--- src/rtl/countdown_timer.sv ---
// rtl/countdown_timer.sv - tick-driven countdown timer with optional auto-reload
module countdown_timer #(
  parameter int WIDTH       = 16,
  parameter bit AUTO_RELOAD = 1'b0
) (
  input  logic             clk,
  input  logic             rst,
  input  logic             tick,
  input  logic             load,
  input  logic [WIDTH-1:0] load_value,
  input  logic             start,
  input  logic             stop,
  output logic [WIDTH-1:0] count,
  output logic             run,
  output logic             expired,
  output logic             expire_pulse
);

  typedef enum logic [1:0] {
    ST_IDLE    = 2'd0,
    ST_RUNNING = 2'd1,
    ST_PAUSED  = 2'd2,
    ST_EXPIRED = 2'd3
  } state_t;

  state_t           state_q, state_d;
  logic [WIDTH-1:0] count_q, count_d;
  logic [WIDTH-1:0] reload_q, reload_d;
  logic             tick_dly_q, tick_dly_d;
  logic             run_q, run_d;
  logic             expired_q, expired_d;
  logic             expire_pulse_q, expire_pulse_d;
  logic             tick_rise;

  // Rising-edge detect; the delayed copy tracks tick in every state so a level
  // held across a pause/resume is never counted twice.
  assign tick_rise = tick & ~tick_dly_q;

  // Next-state logic with priority load > stop > start > tick_rise.
  always_comb begin
    state_d        = state_q;
    count_d        = count_q;
    reload_d       = reload_q;
    tick_dly_d     = tick;
    expire_pulse_d = 1'b0;

    if (load) begin
      count_d  = load_value;
      reload_d = load_value;
      state_d  = ST_IDLE;
    end else begin
      unique case (state_q)
        ST_IDLE: begin
          if (!stop && start && (count_q != '0)) begin
            state_d = ST_RUNNING;
          end
        end
        ST_RUNNING: begin
          if (stop) begin
            // A tick landing on the same cycle as stop is dropped.
            state_d = ST_PAUSED;
          end else if (tick_rise) begin
            if (count_q > WIDTH'(1)) begin
              count_d = count_q - WIDTH'(1);
            end else if (count_q == WIDTH'(1)) begin
              expire_pulse_d = 1'b1;
              if (AUTO_RELOAD) begin
                if (reload_q != '0) begin
                  count_d = reload_q;
                end else begin
                  count_d = '0;
                  state_d = ST_IDLE;
                end
              end else begin
                count_d = '0;
                state_d = ST_EXPIRED;
              end
            end
          end
        end
        ST_PAUSED: begin
          if (!stop && start) begin
            state_d = ST_RUNNING;
          end
        end
        ST_EXPIRED: begin
          count_d = '0;
        end
        default: begin
          state_d = ST_IDLE;
        end
      endcase
    end

    run_d     = (state_d == ST_RUNNING);
    expired_d = (state_d == ST_EXPIRED);
  end

  // State and registered outputs; rst overrides everything, including a pending expiry pulse.
  always_ff @(posedge clk) begin
    if (rst) begin
      state_q        <= ST_IDLE;
      count_q        <= '0;
      reload_q       <= '0;
      tick_dly_q     <= 1'b0;
      run_q          <= 1'b0;
      expired_q      <= 1'b0;
      expire_pulse_q <= 1'b0;
    end else begin
      state_q        <= state_d;
      count_q        <= count_d;
      reload_q       <= reload_d;
      tick_dly_q     <= tick_dly_d;
      run_q          <= run_d;
      expired_q      <= expired_d;
      expire_pulse_q <= expire_pulse_d;
    end
  end

  assign count        = count_q;
  assign run          = run_q;
  assign expired      = expired_q;
  assign expire_pulse = expire_pulse_q;

endmodule

--- config.mk ---
export PLATFORM = sky130hd
export DESIGN_NAME = countdown_timer
export DESIGN_NICKNAME = d
export VERILOG_FILES = /design/src/rtl/countdown_timer.sv
export SDC_FILE = /design/constraint.sdc
export NUM_CORES = 1
export LEC_CHECK = 0
export ABC_CLOCK_PERIOD_IN_PS = 2300
export CAP_MARGIN = 20
export CORE_MARGIN = 2
export CORE_UTILIZATION = 47
export DETAILED_ROUTE_END_ITERATION = 8
export PLACE_DENSITY = 0.77
export SYNTH_ARGS = -nofsm -noshare
export SYNTH_HDL_FRONTEND = slang
export SYNTH_SLANG_ARGS = --single-unit
export TNS_END_PERCENT = 30
--- constraint.sdc ---
create_clock -name clk -period 2.3 [get_ports clk]
set_input_delay 0.46 -clock clk [delete_from_list [all_inputs] [get_ports clk]]
set_output_delay 0.46 -clock clk [all_outputs]
set_load 0.005 [all_outputs]
==> impl_metrics.tcl <==
set metrics [dict create \
    run_status "finished with violations" \
    failing_checks "DRC" \
    grt_use_total_pct 26.6 \
    hpwl_mm 3.26 \
    antenna_cells 0 \
    ys_ff_latch 22 \
    core_box_area_mm2 0.00281 \
    cts-root-to-sink-buffers 2 \
    max_cap_viol_count 0 \
    timing.hold.worst.start "count[14]" \
    post_dr_wirelength_cell_um 16.7 \
    final_net_count 256 \
    finalWirelength_mm 4.37 \
    setup.worst_path.start_class "flop" \
    fp.dieH_um 58.6 \
    drc 2 \
    number_of_rows_in_the_core_area 19 \
    slew_headroom_pct 68.2 \
    floorplan.die_area_mm2 0.00344 \
    ir_worst_vdd_v 0.000331 \
    ff2ff_path_depth 6 \
    final_core_util_pct 69.8 \
    tritoncts_buffers 3 \
    min_path_cells 2 \
    cts_tree "done" \
    static-leakage-power_nw 0.699 \
    worstSetupPathType "reg2reg" \
    worst_setup_hold_path_clk_slew_ps 120 \
    grt_max_degree 13 \
    syn_std_cell_area_mm2 0.00140 \
    first_global_vias 1563 \
    clock_sink_count 22 \
    route.antenna.remaining_nets 0 \
    critical_path_arrival_ps 2330 \
    class_of_the_worst_hold_path "reg2reg" \
    launch_instance_of_the_worst_register_to_register_path "count[10]" \
    synthesis.area_per_instance_um2 7.84 \
    place.port_buffers 40 \
    rsz_0062_raised_after_global_routing "false" \
    hold_viol_final 0 \
    ctsHtreeMaxLevel 1 \
    power.density_mw_per_mm2 500 \
    post-route-min-period_ps 2120 \
    clock-root-buffer "sky130_fd_sc_hd__clkbuf_4" \
    timing.rr.end "run" \
    top_level_i_o_count 41 \
    synth.lib_cells_used.distinct 46 \
    die_width_um 58.6 \
    crit_path_end_kind "flop" \
    worst_ep_required_ps 2510 \
    fin_tns_setup_ps 0 \
    timing.reg2reg.setup_slack_ps 180 \
    global_route.overflow_total 0 \
    final_min_period_over_clock_period_pct 92.2 \
    fin_worst_hold_slack_ps 528 \
    postSynthNetCount 203 \
    tightest_slew_ps 473 \
    wire_length_of_the_first_global_routing_pass_mm 7.16 \
    post_drt_via_cell_ratio 6.45 \
    ys_warn_count 0 \
    postSynth.topFlopCell "sky130_fd_sc_hd__dfxtp_1" \
    hold-path-endpoint "count[14]" \
    detailedRoute.firstPassIterationCount 6 \
    routed-via-count 1684 \
    finClkSkew_ps 9.43 \
    seq_total_area_yosys_pct 31.4 \
    clk-insertion-delay-late_ps 310 \
    beginning_of_the_critical_path "count[10]" \
    layout-drive-gt1-share_pct 12.6 \
    area_delta_synth_final_pct 39.5 \
    cts_hold_buf 0 \
    max_freq_mhz 471 \
    start_util_pct 50.0 \
    antenna_found_initial 0 \
    syn_inst 179 \
    drtIter0Drc 115 \
    gp_routability_congestion 0.917 \
    finalSetupViolations 0 \
    synth_enable_flop_cells 0 \
    final-max-slew-violation-count 0 \
    synth_async_sr_flop_share_pct 0 \
    path_max_fanout 6 \
]
-- sequential cells by signal, indices dropped and copies added, names as in the netlist --
signal	count
count	16
state_q	2
expire_pulse	1
expired	1
run	1
tick_dly_q	1
-- routing by layer --
layer	share of wire (%)	track usage (%)	up-vias
met5	0	0	-
met4	1.4	8.12	0
met3	7.8	5.05	8
met2	47	45.1	80
met1	44	34.2	795
li1	-	-	801
-- cells in the final DEF (no fill, tap or decap), types with 5 or more instances in the layout --
master,instances
sky130_fd_sc_hd__nand2b_1,5
sky130_fd_sc_hd__a211oi_1,6
sky130_fd_sc_hd__a21oi_1,10
sky130_fd_sc_hd__nor2_1,9
sky130_fd_sc_hd__o21ai_0,7
sky130_fd_sc_hd__or3_1,6
sky130_fd_sc_hd__clkdlybuf4s50_1,40
sky130_fd_sc_hd__nand2_1,14
sky130_fd_sc_hd__nand3_1,15
sky130_fd_sc_hd__nor4_1,6
sky130_fd_sc_hd__buf_4,19
sky130_fd_sc_hd__a32oi_1,8
sky130_fd_sc_hd__inv_1,8
sky130_fd_sc_hd__a31oi_1,10
sky130_fd_sc_hd__dfxtp_1,22
sky130_fd_sc_hd__nor3_1,6
-- synthesized netlist by cell type, types with 2 or more instances --
cell type / count / area share (%)
sky130_fd_sc_hd__a211oi_1: 6 / 3.2
sky130_fd_sc_hd__a21oi_1: 10 / 3.6
sky130_fd_sc_hd__a31oi_1: 10 / 4.5
sky130_fd_sc_hd__a32oi_1: 8 / 5.0
sky130_fd_sc_hd__buf_4: 2 / 1.1
sky130_fd_sc_hd__clkbuf_1: 7 / 1.9
sky130_fd_sc_hd__dfxtp_1: 22 / 31
sky130_fd_sc_hd__ha_1: 2 / 1.8
sky130_fd_sc_hd__inv_1: 8 / 2.1
sky130_fd_sc_hd__nand2_1: 14 / 3.7
sky130_fd_sc_hd__nand2b_1: 5 / 2.2
sky130_fd_sc_hd__nand3_1: 15 / 5.4
sky130_fd_sc_hd__nand4_1: 3 / 1.3
sky130_fd_sc_hd__nor2_1: 9 / 2.4
sky130_fd_sc_hd__nor2b_1: 2 / 0.89
sky130_fd_sc_hd__nor3_1: 6 / 2.1
sky130_fd_sc_hd__nor4_1: 6 / 2.7
sky130_fd_sc_hd__o21ai_0: 7 / 2.5
sky130_fd_sc_hd__o22ai_1: 3 / 1.3
sky130_fd_sc_hd__o311ai_0: 2 / 1.2
sky130_fd_sc_hd__or3_1: 6 / 2.7
sky130_fd_sc_hd__or4_1: 2 / 1.1
-- layout make-up --
cell class / instances / area [um2]
multi-input combinational: 137 / 878
fill: 254 / 848
timing repair buffer: 59 / 543
sequential: 22 / 440
tap: 31 / 38.8
inverter: 9 / 33.8
clock buffer: 3 / 22.5
-- kinds of logic after synthesis --
logic type      share of synthesized area (%)
simple gates                             30.4
compound gates                           30.3
flops                                    31.4
fa+ha+maj                                1.78
buf+inv                                  6.07
-- stage by stage --
stage | setup WS, ps | cells | cell area, um2 | total power [W]
after CTS | 83.3 | 261 | 1960 | 0.000980
after floorplan | 148 | 179 | 1400 | 0.000639
after global placement | 69.9 | 258 | 1930 | 0.000795
final | 178 | 261 | 1960 | 0.000979
after detailed placement | 45.5 | 258 | 1930 | 0.000802
after global routing | 27.1 | 261 | 1960 | 0.00103
-- how the worst max path moves through the flow --
stage,slack [ps],cells after the start,end
after floorplan,150,9,count[13]
after global placement,70,6,count[12]
after detailed placement,50,7,count[1]
after CTS,80,6,count[1]
after global routing,30,7,count[13]
final,180,6,run
-- where the power goes --
group	internal, W	switching (W)
registers	0.000405	0.0000292
logic	0.000180	0.000188
clock network	0.0000612	0.000115
total	0.000647	0.000333
-- worst max-delay path: stages (launching register included) --
cell and delay (ps):
sky130_fd_sc_hd__dfxtp_1 380, sky130_fd_sc_hd__or4_4 580, sky130_fd_sc_hd__nor4b_4 290, sky130_fd_sc_hd__buf_4 190, sky130_fd_sc_hd__a31oi_1 80, sky130_fd_sc_hd__o21ai_0 290
sky130_fd_sc_hd__o21ba_2 210
-- timing repair --
item / 4_1_cts / 5_1_grt
endpoints found under the setup margin: 0 / 3
resized for setup: 0 / 1
setup buffers: 0 / 0
Power figures use the tool's default switching activity.
